--- config.mk ---
export PLATFORM = sky130hd
export DESIGN_NAME = adc_read_ctrl
export DESIGN_NICKNAME = d
export VERILOG_FILES = /design/src/rtl/adc_ctrl_pkg.sv /design/src/rtl/adc_read_ctrl.sv
export SDC_FILE = /design/constraint.sdc
export NUM_CORES = 1
export LEC_CHECK = 0
export CAP_MARGIN = 20
export CORE_ASPECT_RATIO = 0.75
export CORE_MARGIN = 3
export CORE_UTILIZATION = 35
export CTS_BUF_LIST = sky130_fd_sc_hd__clkbuf_8
export DETAILED_ROUTE_END_ITERATION = 8
export MAX_ROUTING_LAYER = met4
export SLEW_MARGIN = 25
export SYNTH_ARGS = -nofsm -noshare
export SYNTH_HDL_FRONTEND = slang
export SYNTH_SLANG_ARGS = --single-unit
--- constraint.sdc ---
create_clock -name clk -period 2.6 [get_ports clk]
set_input_delay 0.52 -clock clk [delete_from_list [all_inputs] [get_ports clk]]
set_output_delay 0.52 -clock clk [all_outputs]
set_load 0.1 [all_outputs]
--- src/rtl/adc_ctrl_pkg.sv ---
// Shared types and constants for the ADC read controller.
//   adc_ctrl_state_t : controller FSM states
//   ADC_VALUE_WIDTH  : width of the ADC conversion result
package adc_ctrl_pkg;

  localparam int unsigned ADC_VALUE_WIDTH = 16;

  typedef enum logic [1:0] {
    IDLE,
    SETTLE,
    READ,
    RECOVER
  } adc_ctrl_state_t;

endpackage

--- src/rtl/adc_read_ctrl.sv ---
// Digital-side controller for the external ADC. Powers the ADC up, waits for it to settle,
// raises adc_read, captures adc_value on the completion pulse and reports done or timeout.
//
// Ports:
//   clk, rst_n               : clock, asynchronous active-low reset
//   start                    : single-cycle request for one conversion (ignored while busy)
//   abort                    : cancel the conversion in progress
//   adc_conversion_complete  : single-cycle completion pulse from the ADC
//   adc_value                : ADC result, valid only with adc_conversion_complete
//   adc_enable, adc_read     : ADC power-up and conversion request
//   busy                     : controller is working on a request
//   done, timeout            : one-cycle status pulses
//   result                   : last successfully captured value
module adc_read_ctrl
  import adc_ctrl_pkg::*;
#(
  parameter int unsigned SETTLE_CYCLES  = 16,
  parameter int unsigned TIMEOUT_CYCLES = 4096,
  parameter bit          KEEP_ENABLED   = 1'b0
) (
  input  logic                       clk,
  input  logic                       rst_n,
  input  logic                       start,
  input  logic                       abort,
  input  logic                       adc_conversion_complete,
  input  logic [ADC_VALUE_WIDTH-1:0] adc_value,
  output logic                       adc_enable,
  output logic                       adc_read,
  output logic                       busy,
  output logic                       done,
  output logic                       timeout,
  output logic [ADC_VALUE_WIDTH-1:0] result
);

  localparam int unsigned CntMax = (SETTLE_CYCLES > TIMEOUT_CYCLES) ? SETTLE_CYCLES
                                                                    : TIMEOUT_CYCLES;
  localparam int unsigned CntW   = $clog2(CntMax + 1);

  // The counter is cleared on state entry, so the N-th edge in a state sees count N-1.
  localparam logic [CntW-1:0] SettleLast  = CntW'(SETTLE_CYCLES - 1);
  localparam logic [CntW-1:0] TimeoutLast = CntW'(TIMEOUT_CYCLES - 1);

  adc_ctrl_state_t            state_q, state_d;
  logic [CntW-1:0]            cnt_q, cnt_d;
  logic                       adc_enable_q, adc_enable_d;
  logic                       adc_read_q, adc_read_d;
  logic                       busy_q, busy_d;
  logic                       done_q, done_d;
  logic                       timeout_q, timeout_d;
  logic [ADC_VALUE_WIDTH-1:0] result_q, result_d;

  always_ff @(posedge clk or negedge rst_n) begin
    if (!rst_n) begin
      state_q      <= IDLE;
      cnt_q        <= '0;
      adc_enable_q <= 1'b0;
      adc_read_q   <= 1'b0;
      busy_q       <= 1'b0;
      done_q       <= 1'b0;
      timeout_q    <= 1'b0;
      result_q     <= '0;
    end else begin
      state_q      <= state_d;
      cnt_q        <= cnt_d;
      adc_enable_q <= adc_enable_d;
      adc_read_q   <= adc_read_d;
      busy_q       <= busy_d;
      done_q       <= done_d;
      timeout_q    <= timeout_d;
      result_q     <= result_d;
    end
  end

  always_comb begin
    state_d      = state_q;
    cnt_d        = cnt_q + CntW'(1);
    adc_enable_d = adc_enable_q;
    adc_read_d   = adc_read_q;
    busy_d       = busy_q;
    done_d       = 1'b0;
    timeout_d    = 1'b0;
    result_d     = result_q;

    unique case (state_q)
      IDLE: begin
        cnt_d = '0;
        if (start) begin
          adc_enable_d = 1'b1;
          busy_d       = 1'b1;
          // Skip settling when there is none, or when the ADC was left powered.
          if (SETTLE_CYCLES == 0 || (KEEP_ENABLED && adc_enable_q)) begin
            state_d    = READ;
            adc_read_d = 1'b1;
          end else begin
            state_d = SETTLE;
          end
        end
      end
      SETTLE: begin
        if (abort) begin
          state_d = RECOVER;
        end else if (cnt_q == SettleLast) begin
          state_d    = READ;
          adc_read_d = 1'b1;
        end
      end
      READ: begin
        // Priority: abort over completion, completion over timeout.
        if (abort) begin
          state_d    = RECOVER;
          adc_read_d = 1'b0;
        end else if (adc_conversion_complete) begin
          state_d    = RECOVER;
          adc_read_d = 1'b0;
          result_d   = adc_value;
          done_d     = 1'b1;
        end else if (cnt_q == TimeoutLast) begin
          state_d    = RECOVER;
          adc_read_d = 1'b0;
          timeout_d  = 1'b1;
        end
      end
      RECOVER: begin
        // One guaranteed low cycle on adc_read before the next request can raise it.
        state_d = IDLE;
        busy_d  = 1'b0;
        if (!KEEP_ENABLED) begin
          adc_enable_d = 1'b0;
        end
      end
      default: begin
        state_d = IDLE;
      end
    endcase

    if (state_d != state_q) begin
      cnt_d = '0;
    end
  end

  assign adc_enable = adc_enable_q;
  assign adc_read   = adc_read_q;
  assign busy       = busy_q;
  assign done       = done_q;
  assign timeout    = timeout_q;
  assign result     = result_q;

endmodule

After elaboration in Yosys (flattened, before gate mapping)
Index checks and enable logic that the tools add are counted.
{"block": "classes", "n_addsub": 1, "n_eq_ne": 10, "mux": 24, "bitwise_logic": 1, "reduce_logical": 6}
{"operator": "$mux 13", "n": 2}
{"operator": "$add 13x1->13 const B", "n": 1}
{"operator": "$eq 13x12->1 const B", "n": 1}
{"operator": "$eq 13x4->1 const B", "n": 1}
{"operator": "$mux 1", "n": 13}
{"operator": "$mux 2", "n": 6}
{"operator": "$pmux 2 s4", "n": 1}
{"operator": "$ne 2x2->1 const B", "n": 3}
{"operator": "$eq 2x2->1 const B", "n": 2}
{"operator": "$ne 4x4->1 const B", "n": 1}
{"operator": "$pmux 1 s2", "n": 2}
{"operator": "$reduce_and 4->1", "n": 1}
{"operator": "$reduce_bool 2->1", "n": 2}
{"operator": "$reduce_and 3->1", "n": 1}
{"operator": "$eq 2x1->1 const B", "n": 1}
{"operator": "$logic_not 2->1", "n": 1}
{"operator": "$ne 2x2->1", "n": 1}
{"operator": "$reduce_and 2->1", "n": 1}
{"operator": "$not 1->1", "n": 1}
{"block": "word_totals", "ff_bits": 35, "input_bits": 21, "wordCells": 49}

Depth between registers and ports, before layout
Gate-level depths: netlist of the first run.
{"block": "depth", "ltp_word": 7, "ltp_mapped": 6, "depth_no_buf": 5}

Least setup slack after synthesis of the first run
Ideal clock, no wire load.
{"block": "synth_path", "kind": "register -> output", "start": "register busy_q, in the netlist busy", "end": "output busy", "arrival_ns": 1.357, "slack_ns": 0.723, "stages_incl_launch_ff": 2, "path_buffers": 1, "cell_sequence": "dfrtp_1 buf_4"}
{"item": "start, declared", "line": "adc_read_ctrl.sv:47", "source": "logic busy_q, busy_d;"}
{"item": "start signal, assigned", "line": "adc_read_ctrl.sv:67", "source": "busy_q <= busy_d;"}
{"item": "end, declared", "line": "adc_read_ctrl.sv:29", "source": "output logic busy,"}
No word-level cell between the ends.

Worst setup path in the final report of the first run
{"block": "layout_path", "start": "register cnt_q[0]", "end": "register cnt_q[5]"}
{"block": "layout_between", "elab_chain_cells": 7, "elab_cells_between_ends": 12, "cone_classes": "add/sub: 1; eq/ne: 3; mux: 8"}
{"item": "start, declared", "line": "adc_read_ctrl.sv:44", "source": "logic [CntW-1:0] cnt_q, cnt_d;"}
{"item": "start signal, assigned", "line": "adc_read_ctrl.sv:64", "source": "cnt_q <= cnt_d;"}
{"item": "$eq 13x12->1", "line": "adc_read_ctrl.sv:117", "source": "end else if (cnt_q == TimeoutLast) begin"}
{"item": "$mux 2", "line": "adc_read_ctrl.sv:117"}
{"item": "$mux 2", "line": "adc_read_ctrl.sv:112", "source": "end else if (adc_conversion_complete) begin"}
{"item": "$mux 2", "line": "adc_read_ctrl.sv:109", "source": "if (abort) begin"}
{"item": "$pmux 2 s4", "line": "adc_read_ctrl.sv:84", "source": "unique case (state_q)"}
{"item": "$ne 2x2->1", "line": "adc_read_ctrl.sv:136", "source": "if (state_d != state_q) begin"}
{"item": "$mux 13 *", "line": "adc_read_ctrl.sv:136"}
{"item": "via cnt_d[5]", "line": "adc_read_ctrl.sv:44"}
The timed path passes the listed nets; every way through them passes the cells marked *.
A chain may end at the register's enable or synchronous reset.

==> results of run 1 <==
-- final timing paths --
check / endpoint / slack (ps)
setup / recovery: cnt_q[5] / 700
hold / removal: adc_read / 500
setup reg to reg: cnt_q[5] / 700
hold reg to reg: adc_read / 500
max in group asynchronous: cnt_q[3] / 1640
min in group asynchronous: done / 650
-- synthesized netlist by cell type, types with 2 or more instances --
cell	number
dfrtp_1	35
mux2_2	16
nor2_1	14
nor3_1	6
xnor2_1	6
nand3_1	4
nand4_1	4
xor2_1	4
nand2_1	3
buf_4	2
inv_1	2
nor2b_1	2
o21ai_0	2
o22ai_1	2
-- cells by family (layout without fill, tap and decap cells) --
group	after synthesis	count (layout)	share of synthesized area, %
AOI/OAI and AO/OA	10	10	4.86
xor gates and xnor gates	10	10	5.67
adders and majority gates	1	1	0.810
muxes	16	16	11.7
DFF	35	35	56.7
and+or+nand+nor	45	45	18.1
buffers and inverters	5	53	2.19
-- final cells by class --
type	count	area [µm²]	share of cell area [%]
sequential	35	876	42.2
multi-input combinational	82	634	30.5
timing repair buffer	43	373	18.0
clock buffer	6	82.6	3.98
tap	55	68.8	3.31
clock inverter	2	35.0	1.69
inverter	2	7.51	0.361
-- per-stage QoR --
step | std cells | area (µm²)
after floorplan | 122 | 1540
final | 225 | 2080
after global placement | 217 | 1960
after global routing | 225 | 2080
after CTS | 225 | 2080
after detailed placement | 217 | 1960
-- per-layer routing --
metal / vias to the layer above / wire (µm)
met4: 0 / 31
met5: - / 0
met1: 513 / 1430
met2: 24 / 1350
li1: 523 / -
met3: 4 / 144
-- sequential cells by signal, indices dropped and copies added, names as in the netlist --
name	cells
adc_read	1
busy	1
cnt_q	13
done	1
result	16
state_q	2
timeout	1
-- worst max-delay path: cells and delay by family, from the launching register on --
family | cells | cell delay [ps]
AND/OR/NAND/NOR | 3 | 710
AO/OA/AOI/OAI | 1 | 430
flip-flops | 1 | 410
adder cells (fa/ha/maj) | 1 | 220
==> impl_metrics.ini, run 1 <==
[min_path]
hold_start = adc_read
hold_path.class = reg -> reg
min_delay_path_depth = 1

[worst_setup_path]
arrival_ps = 2040
crit_chain = ha_1 > nand3_1 > nor4_2 > a2bb2oi_2 > nor2_1
ff2ff_path_depth = 5
slowest_stage = a2bb2oi_2
startpoint_type = flip-flop
end_kind = flip-flop
crit_start = cnt_q[0]
path_max_fanout = 11
cp.required_ps = 2750
worst-setup-path-type = reg -> reg
max_stage_delay_ps = 430
r2r_start = cnt_q[0]

[cells_and_area]
fin_nets = 191
area_delta_synth_final_pct = 34.5
mostFrequentLayoutCells = dfrtp_1 (35), buf_4 (23), clkdlybuf4s50_1 (20)
final_util_pct = 50.0
diodes = 0
drive_gt1_share_pct = 31.8
mostFrequentLayoutCell = dfrtp_1
nFillCells = 374

[floorplan]
die-width_um = 82.7
num_rows = 20
coreArea_mm2 = 0.00415
ios = 42
die-area_mm2 = 0.00525
die_h_um = 63.5
start_util_pct = 37.2

[placement]
dp_hpwl_um = 2200
port_buffers = 41
gp_congestion = 0.722
post-place-ws_ps = 566

[yosys]
yosys_warnings = 0
seq_area_frac_synth_pct = 56.7
synth_nets = 144
synthDistinctLibCells = 34
synth_edf_count = 0
synth.avg_cell_area_um2 = 12.7
async_reset_ff_share_pct = 100
synth_largest_area_cell = dfrtp_1
syn_inst = 122
synth-main-ff-cell = dfrtp_1
synth.area.top_cells = dfrtp_1 (57%), mux2_2 (12%), nor2_1 (3.4%)
synth_area_mm2 = 0.00154
yosys_register_bits = 35
yosys.area.top_type_share_pct = 56.7

[drt]
ant_nets = 0
post_drt_wl_per_cell_um = 13.1
firstDrtPassIters = 4
num_vias = 1064
routed_via_density = 4.73
wl_um = 2960
drc = 0
drt_iter0_drc = 65

[global_route]
grt-ovfl-total = 0
grt_util_all_layers_pct = 13.3
grt_max_degree = 36
use_met1_pct = 17.6
grt_pass1_vias = 1105
grtUsageMet2_pct = 19.0
grt_pass1_wl_um = 5220
grt_util_met3_pct = 4.14
antenna_found_initial = 0
busiest_layer = met2

[timing]
tightest_slew_ps = 467
finClkSkew_ps = 5.66
finalHoldViolations = 0
relSlewSlack_pct = 68.8
timing.final.crit_share_pct = 72.9
fin_crit_ps = 1900
rsz0062_at_grt = false
final-setup-viol-count = 0
layout_setup_ws_ps = 704
setup_tns_ps = 0
fmax_mhz = 527
whs_ps = 499
slew_viol_final = 0

[cts]
cts_max_path_buffers = 2
cts_root_buf = clkbuf_8
path_clk_slew_ps = 70
cts_tree = done
cts_setup_buffers = 0
cts_resized = 0
clkLatencyLatePin_ps = 280
postCtsHoldBufs = 0
htree_levels = 2
cts.sinks = 35
numCtsBuffers = 5

[run_status]
status = finished clean

[flow_run]
drv_cap = 0
Power of run 1 is left out: the tool's default activity adds up to more than one toggle a clock period on the data nets, which glitch-free logic cannot reach.
==> run 2: changes to the inputs <==
- clock period: 2.6 -> 1.5 ns (I/O delays scaled with it)
==> run 2 against run 1 <==
The run now ends with setup timing left. Flip-flop and latch count is the same. Global-route usage grew 3.1 points. Non-clock buffer count grew 32. Hold slack lost 120 ps. Via count grew 20%. Register-to-register slack lost 760 ps. Die area is the same. Sequential share of layout area shrank 10 points.
==> impl_metrics.ini, run 2 (same netlist as run 1, synthesis figures left out) <==
[run_status]
status = finished, violations left
violations = setup timing

[drt]
routed_via_density = 4.97
num_vias = 1272
firstDrtPassIters = 4
ant_nets = 0
wl_um = 4280
post_drt_wl_per_cell_um = 16.7
drc = 0
drt_iter0_drc = 59

[placement]
gp_congestion = 0.781
dp_hpwl_um = 2620
post-place-cells = 236
post-place-ws_ps = -306
port_buffers = 41

[cells_and_area]
mostFrequentLayoutCell = dfrtp_1
final_util_pct = 66.4
drive_gt1_share_pct = 45.8
mostFrequentLayoutCells = dfrtp_1 (33), buf_4 (27), buf_12 (24)
area_delta_synth_final_pct = 78.5
largest_reg_flops = 16
diodes = 0
fin_cells = 256
fin_nets = 223

[worst_setup_path]
crit_start = state_q[0]
r2r_start = state_q[0]
arrival_ps = 1720
path_max_fanout = 8
cp.required_ps = 1670
end_kind = flip-flop
startpoint_type = flip-flop
worst-setup-path-type = reg -> reg

[cts]
htree_levels = 2
cts.sinks = 35
cts_max_path_buffers = 2
numCtsBuffers = 5
cts_root_buf = clkbuf_8
path_clk_slew_ps = 70
cts_tree = done
postCtsHoldBufs = 0
clkLatencyLatePin_ps = 290

[floorplan]
ios = 42
die_h_um = 63.5
start_util_pct = 37.2
num_rows = 20
die-width_um = 82.7
coreArea_mm2 = 0.00415
die-area_mm2 = 0.00525

[timing]
tightest_slew_ps = 398
relSlewSlack_pct = 73.0
setup_tns_ps = -842
fmax_mhz = 644
finalHoldViolations = 0
final-setup-viol-count = 28
rsz0062_at_grt = true
timing.final.crit_share_pct = 103
layout_setup_ws_ps = -51.9
fin_crit_ps = 1550
finClkSkew_ps = 8.06
slew_viol_final = 0

[flow_run]
drv_cap = 0

[global_route]
antenna_found_initial = 0
grt_pass1_vias = 1324
grt-ovfl-total = 0
grt_pass1_wl_um = 6240
grt_max_degree = 36
grt_util_all_layers_pct = 16.4

[power_and_ir_drop]
ir_drop_mv = 1.51
p_total_mw = 5.84
p_leak_nw = 1.21
pwr_density_cell_mw_per_mm2 = 2120

[min_path]
hold_path.class = in -> async
run 2: metrics by stage:
step	area, µm²	hold WS (ps)
3_5_place_dp	2390	546
6_report	2760	378
5_1_grt	2760	382
2_1_floorplan	1550	4.41
4_1_cts	2550	383
3_3_place_gp	2390	527
run 2: cell type report:
cell class	instances	area [µm²]
fillers	307	1400
repair buffers	75	956
flip-flops and latches	35	878
multi-input cells	82	769
clock buffers	5	68.8
well taps	55	68.8
clock inverters	2	7.51
inverters	2	7.51
run 2: what timing repair did:
| item | CTS | global route |
|---|---|---|
| buffers inserted | 3 | 8 |
| gates resized for setup | 13 | 22 |
| gates cloned | 0 | 2 |
| pin swaps | 14 | 8 |
| endpoints found under the setup margin | 15 | 32 |
| hold endpoints to repair | 0 | 0 |
run 2: power breakdown:
part	total, mW	internal, mW	switching, mW	leakage, nW
combinational	3.65	1.46	2.19	0.708
sequential	1.56	1.22	0.334	0.452
clock	0.637	0.306	0.330	0.0466
total	5.84	2.99	2.86	1.21
run 2: critical path, cell delays in order, from the launching register on:
cell       delay, ps
dfrtp_2          440
nand2b_4         170
nor3b_4          200
buf_6            150
clkbuf_16        170
mux2_4           300
run 2: final timing paths:
path | endpoint | slack (ps) | cells after the start
max | result[0] | -50 | 5
min | done | 380 | 2
min reg2reg | adc_read | 560 | 1
min in group clk | adc_read | 560 | 1
max in group asynchronous | state_q[0] | 930 | 2
max reg2reg | result[0] | -50 | 5
run 2: layer usage:
layer / part of all wire [%] / vias up / track usage (%)
met5: 0 / - / -
li1: - / 586 / -
met2: 52 / 28 / 25.1
met4: 2.2 / 0 / 6.12
met3: 3.0 / 10 / 4.29
met1: 43 / 648 / 20.7
Note: power is estimated with default switching activity, not from simulation.
==> run 3: changes to the inputs <==
- CORE_MARGIN: 3 -> not set
- HOLD_SLACK_MARGIN: not set -> 0.12
==> run 3 against run 2 <==
The flow still finishes with violations (setup timing). Wire length decreased by 9.4%. Via count decreased by 6.6%. Final area decreased by 3.6%. Fmax decreased by 0.15%. Sequential power about the same. Combinational power decreased by 1%. Sequential share of layout area increased by 1.2 points. Critical path depth unchanged.
==> impl_metrics.ini, run 3 (same netlist as run 1, synthesis figures left out) <==
[run_status]
status = finished, violations left
violations = setup timing

[timing]
rsz0062_at_grt = true
finClkSkew_ps = 4.71
finalHoldViolations = 0
relSlewSlack_pct = 73.9
layout_setup_ws_ps = -54.3
fmax_mhz = 643
fin_crit_ps = 1550
slew_viol_final = 0
tightest_slew_ps = 386
timing.final.crit_share_pct = 104
setup_tns_ps = -593
final-setup-viol-count = 16

[cells_and_area]
nFillCells = 298
area_delta_synth_final_pct = 72.0
diodes = 0
final_util_pct = 64.3
fin_nets = 214
drive_gt1_share_pct = 43.5
mostFrequentLayoutCells = dfrtp_1 (33), buf_12 (23), buf_4 (22)
largest_reg_flops = 16
fin_cells = 248
mostFrequentLayoutCell = dfrtp_1
stdcell_area_mm2 = 0.00266

[floorplan]
start_util_pct = 37.4
die_h_um = 59.5
die-width_um = 78.7
num_rows = 20
die-area_mm2 = 0.00468
ios = 42
coreArea_mm2 = 0.00413

[cts]
htree_levels = 2
cts.sinks = 35
cts_tree = done
cts_root_buf = clkbuf_8
clkLatencyLatePin_ps = 290
postCtsHoldBufs = 0
numCtsBuffers = 5
cts_max_path_buffers = 2
path_clk_slew_ps = 70

[drt]
wl_um = 3880
routed_via_density = 4.79
firstDrtPassIters = 4
post_drt_wl_per_cell_um = 15.6
drc = 0
ant_nets = 0
num_vias = 1188
drt_iter0_drc = 68

[worst_setup_path]
end_kind = flip-flop
path_max_fanout = 4
rrSetupSlack_ps = -50
ff2ff_path_depth = 5
startpoint_type = flip-flop
arrival_ps = 1710
r2r_start = cnt_q[0]
worst-setup-path-type = reg -> reg
cp.required_ps = 1660
r2r-end = cnt_q[12]

[power_and_ir_drop]
p_total_mw = 5.91
p_leak_nw = 1.16
ir_drop_mv = 1.42
pwr_density_cell_mw_per_mm2 = 2220

[global_route]
grt_max_degree = 36
grt_pass1_wl_um = 5840
antenna_found_initial = 0
grt-ovfl-total = 0
grt_pass1_vias = 1257
grt_util_all_layers_pct = 17.4

[placement]
place_area_mm2 = 0.00238
post-place-cells = 235
dp_hpwl_um = 2590
port_buffers = 41
gp_congestion = 0.751

[flow_run]
drv_cap = 0

[min_path]
hold_path.class = in -> async
run 3: cell count changes in the layout (fill, tap and decap cells not counted):
cell             change
buf_4                -5
clkbuf_16            -2
clkbuf_8             +2
a21boi_1             +1
a21boi_2             -1
buf_12               -1
buf_6                -1
clkdlybuf4s50_1      -1
dlygate4sd2_1        +1
inv_1                -1
nor4_1               -1
nor4_2               +1
o22ai_1              +1
o22ai_2              -1
run 3: critical path: stages (launching register included):
cell	delay (ps)
dfrtp_1	390
ha_4	170
and3_4	190
nand4_1	220
a21boi_1	330
o22ai_1	110
run 3: power breakdown:
group | internal [mW] | leakage (nW) | switching (mW)
Sequential | 1.22 | 0.452 | 0.331
Combinational | 1.42 | 0.649 | 2.19
Clock | 0.412 | 0.0557 | 0.334
run 3: worst max-delay path by stage:
stage               cells after the start    endpoint       start
floorplan                               4  result[10]  state_q[0]
global placement                        5    cnt_q[8]       abort
detailed placement                      5    cnt_q[8]       abort
CTS                                     5   cnt_q[12]    cnt_q[0]
global route                            5    cnt_q[3]    cnt_q[8]
finish                                  5   cnt_q[12]    cnt_q[0]
run 3: routing by layer:
| layer | track usage (%) | vias up | wire length, µm | part of all wire [%] |
|---|---|---|---|---|
| met2 | 29.2 | 31 | 2040 | 53 |
| met3 | 4.00 | 10 | 125 | 3.2 |
| met4 | 9.26 | 0 | 81 | 2.1 |
| met1 | 19.6 | 573 | 1630 | 42 |
| met5 | - | - | 0 | 0 |
| li1 | - | 574 | - | - |
run 3: final cells by class:
cell class	count	area (µm²)	share of cell area (%)
Sequential cell	35	878	33.1
Timing Repair Buffer	66	836	31.5
Multi-Input combinational cell	82	766	28.8
Clock buffer	7	96.3	3.63
Tap cell	55	68.8	2.59
Inverter	2	7.51	0.283
Clock inverter	1	3.75	0.141
run 3: per-stage QoR:
stage          setup WS (ps)  hold WS [ps]
2_1_floorplan          -13.2          4.41
5_1_grt                 -113           418
3_3_place_gp            -227           529
3_5_place_dp            -332           531
6_report               -54.3           398
4_1_cts                -13.2           412
run 3: timing repair:
action / CTS / global route
pin swaps: 3 / 6
resized for setup: 13 / 21
setup endpoints to repair: 13 / 32
endpoints found under the hold margin: 0 / 0
setup buffers: 3 / 3
==> RTL edit 1, RTL diff (flow settings as in run 3) <==
Re-encode `adc_ctrl_state_t` (4 states) as one-hot, 4 bits wide.
--- a/src/rtl/adc_ctrl_pkg.sv
+++ b/src/rtl/adc_ctrl_pkg.sv
@@ -5,11 +5,11 @@
 
   localparam int unsigned ADC_VALUE_WIDTH = 16;
 
-  typedef enum logic [1:0] {
-    IDLE,
-    SETTLE,
-    READ,
-    RECOVER
+  typedef enum logic [3:0] {
+    IDLE    = 4'b0001,
+    SETTLE  = 4'b0010,
+    READ    = 4'b0100,
+    RECOVER = 4'b1000
   } adc_ctrl_state_t;
 
 endpackage
Function: no difference found for any inputs over 10 cycles, from zero or initial values and one cycle with rst_n low; not proved beyond that.
==> RTL edit 1 against run 3 <==
The flow finishes with violations (design-rule violations, negative setup slack). Area after synthesis up 15%. Wire length grew 4.5%. First-iteration DRC count fell by 13%. Die area is 14% higher. Clock skew increased by 3.7 ps. Cell area grew 12%. Worst setup slack worse by 220 ps. Final cell count grew 14%. Worst hold slack worse by 19 ps. Sequential cell count is 2 higher. Critical endpoint is now cnt_q[8]$_DFF_PN0_. Highest routed layer unchanged.
Power is not compared: it rests on default switching activity, and its combinational part moved more than twofold at a synthesized area within 25%.
==> RTL edit 1: results (changes against run 3) <==
insertedDiodeCount: 0  # unchanged
cts_buffers: 5  # unchanged
fin_skew_ps: 8.41  # +3.71 ps
insertion_delay_ps: 290  # about the same
dpl_cell_area_um2: 2690  # +13%
synth_top_cells_by_area: "dfrtp_1, mux2_2, nor3_2"
ys_top_cells_by_count: "dfrtp_1, mux2_2, nor2_1"
violations: "design-rule violations, negative setup slack"
setup_violations: 32  # +16
intPower_w: 0.00193
ys_seq_area_frac: 0.524  # -0.0428
finalHoldViolations: 0  # unchanged
grt_pass1_wl_um: 6910  # +18%
largest_register_ffs: 16  # unchanged
synth_cell_types: 36  # +5.9%
hpwlAfterDp_um: 2850  # +9.9%
clk_pin_slew_ps: 80
cts_buffer_depth: 2  # unchanged
grt_max_degree: 38  # +5.6%
ys_warn_count: 0  # unchanged
worst_ep_arrival_time_ps: 1980  # +270 ps
first_iter_violations: 59  # -13%
antenna_found_initial: 0  # unchanged
hold_path_class: "in -> async"
finalWorstSetupSlack_ps: -273  # -219 ps
worst_pin_slew_ps: 485  # +99.6 ps
cts_root_buffer: "clkbuf_8"
htree_levels: 2  # unchanged
ir_worst_vdd_v: 0.000576
drive_gt1_frac: 0.507  # +0.0714
drt-wirelength-per-cell_um: 14.4  # -8.1%
status: "complete, but fails checks"
nNetsFinal: 246  # +15%
grt_pass1_vias: 1473  # +17%
final.setup.tns_ps: -5040  # -4440 ps
path_max_fanout: 6  # +2
io_buffers: 41  # unchanged
synth_fp_nets: 167  # +16%
async_flop_share: 1.00  # unchanged
drc: 2  # +2
dr.pass1.iters: 6  # +2
grt_use_total: 0.169  # -0.00487
gp_congestion: 0.824  # +9.7%
p_leak_nw: 1.37
vias_per_cell: 5.00  # +4.3%
==> RTL edit 1: worst max-delay path, stage by stage (launching register included) <==
cell       delay, ps
dfrtp_1          390
ha_2             190
and3_4           200
and4_4           170
o41ai_4          230
nand2_2          160
clkbuf_16        200
nor3_2           160
==> RTL edit 1: per-layer routing <==
metal,part of all wire,vias up,track usage
met5,0,-,-
met4,0.0020,0,0.0323
met1,0.46,701,0.217
met2,0.48,35,0.256
li1,-,671,-
met3,0.058,2,0.0642
==> RTL edit 1: worst paths after layout <==
check | from | end | slack (ps) | cells past startpoint
worst min-delay path | rst_n | cnt_q[7]$_DFF_PN0_ | 380 | 2
min in group clk | result[10]$_DFFE_PN0P_ | result[10]$_DFFE_PN0P_ | 580 | 1
max in group asynchronous | rst_n | state_q[0]$_DFF_PN1_ | 860 | 2
worst max register to register | cnt_q[0]$_DFF_PN0_ | cnt_q[8]$_DFF_PN0_ | -270 | 7
worst max-delay path | cnt_q[0]$_DFF_PN0_ | cnt_q[8]$_DFF_PN0_ | -270 | 7
worst min register to register | result[10]$_DFFE_PN0P_ | result[10]$_DFFE_PN0P_ | 580 | 1
==> RTL edit 1: power by group through the flow <==
stage	combinational [W]	sequential [W]	clock, W
2_1_floorplan	0.000413	0.00113	0
3_3_place_gp	0.000693	0.00111	0
3_5_place_dp	0.000715	0.00111	0
4_1_cts	0.000745	0.00109	0.000793
5_1_grt	0.00103	0.00110	0.000838
6_report	0.000965	0.00109	0.000767
==> RTL edit 1: cells by family after synthesis <==
group	Yosys count	synth area share
adder cells (fa/ha/maj)	1	0.00708
AND/OR/NAND/NOR	54	0.217
flip-flops	37	0.524
AO/OA/AOI/OAI	16	0.0602
multiplexers	16	0.102
buffers and inverters	10	0.0354
XOR/XNOR	11	0.0545
==> RTL edit 1: timing repair <==
action | CTS | global route
setup endpoints to repair | 33 | 34
gates resized for setup | 5 | 16
cloned | 0 | 1
pin swaps | 1 | 4
buffers inserted | 2 | 2
==> RTL edit 1: cell type report <==
type,instances,area (um2)
clock buffer,7,96.3
clock inverter,1,5.00
fill,327,1680
inverter,4,15.0
multi-input combinational,98,890
sequential,37,928
tap,57,71.3
timing repair buffer,78,970
==> RTL edit 1: per-stage QoR <==
| step | hold WS, ps | instances | worst slack, ps | total power, W | utilization |
|---|---|---|---|---|---|
| finish | 378 | 282 | -273 | 0.00283 | 0.640 |
| CTS | 390 | 279 | -252 | 0.00263 | 0.612 |
| global route | 405 | 282 | -351 | 0.00297 | 0.640 |
| global placement | 526 | 269 | -268 | 0.00180 | 0.579 |
| floorplan | 4.41 | 145 | -266 | 0.00154 | - |
| detailed placement | 547 | 269 | -356 | 0.00183 | 0.579 |
==> RTL edit 2, RTL diff (flow settings as in run 3) <==
Without the edit above. Set the parameter `KEEP_ENABLED` to 1'b1 (it was 1'b0).
--- a/src/rtl/adc_read_ctrl.sv
+++ b/src/rtl/adc_read_ctrl.sv
@@ -16,7 +16,7 @@
 #(
   parameter int unsigned SETTLE_CYCLES  = 16,
   parameter int unsigned TIMEOUT_CYCLES = 4096,
-  parameter bit          KEEP_ENABLED   = 1'b0
+  parameter bit          KEEP_ENABLED   = 1'b1
 ) (
   input  logic                       clk,
   input  logic                       rst_n,
Formal check against the unedited RTL: not equivalent (a bounded check fails within 4 cycles, from zero or initial values and one cycle with rst_n low).
==> RTL edit 2 against run 3 <==
The flow still finishes with violations (negative setup slack). Fmax fell by 0.65%. Via count rose by 0.17%. Power barely moved. Wire length fell by 14%. Sequential cell count rose by 1. Critical path depth did not move. Worst setup slack got worse by 10 ps. Worst hold slack improved by 0.73 ps. Cell area fell by 4.6%. Area after synthesis rose by 2.4%. Critical endpoint is now cnt_q[2]$_DFF_PN0_.
==> RTL edit 2: results (changes against run 3) <==
hold-worst-slack_ps: 399  # +0.728 ps
drive_gt1_frac: 0.391  # -0.0446
pwr-share-comb: 0.616  # +0.005
setup_violations: 14  # -2
synth-compound-area-share: 0.0459  # -0.00270
ys_seq_area_frac: 0.570  # +0.00281
dp_cells: 237  # +0.85%
fin_skew_ps: 4.61  # -0.0997 ps
wl_met3_um: 80  # -36%
gp_congestion: 0.784  # +4.5%
ys_top_cells_by_count: "dfrtp_1, nor2_1, mux2_2"
status: "complete, but fails checks"
wl_met2_um: 1690  # -17%
grt_max_degree: 37  # +2.8%
violations: "negative setup slack"
intPower_w: 0.00302  # -1.3%
power.share.clock: 0.118  # -0.008
instances_no_fill: 247  # -0.40%
synth_fp_nets: 150  # +4.2%
grt_use_total: 0.169  # -0.00469
p_leak_nw: 1.05  # -8.9%
fillCellCount: 336  # +13%
avgSynthCellArea_um2: 12.3  # -2.4%
path_max_fanout: 13  # +9
grt_pass1_wl_um: 5890  # +0.82%
swShare: 0.489  # +0.00613
m1WireLength_um: 1510  # -7.6%
synth_cell_types: 35  # +2.9%
finalWorstSetupSlack_ps: -64.5  # -10.2 ps
r2r-end: "cnt_q[2]$_DFF_PN0_"
## RTL edit 2: layer usage
layer / up-vias / global-route usage
li1: 572 / -
met4: 0 / 0.0779
met1: 597 / 0.207
met3: 4 / 0.0321
met5: - / -
met2: 17 / 0.274
## RTL edit 2: layout make-up
type / instances / area, um2 / share of cell area
Clock inverter: 2 / 10.0 / 0.00395
Inverter: 3 / 11.3 / 0.00444
Timing Repair Buffer: 60 / 788 / 0.311
Clock buffer: 6 / 82.6 / 0.0326
Tap cell: 55 / 68.8 / 0.0272
Sequential cell: 36 / 901 / 0.356
Multi-Input combinational cell: 85 / 672 / 0.265
## RTL edit 2: what timing repair did
item	4_1_cts	5_1_grt
pin swaps	1	1
gates cloned	0	0
setup buffers	0	2
gates resized for setup	0	3
setup endpoints to repair	14	25
## RTL edit 2: worst max-delay path, cell delays in order, from the launching register on
cell	delay, ps
dfrtp_1	410
ha_4	180
nand3_4	100
and4b_2	260
o32a_4	390
nor2_1	140
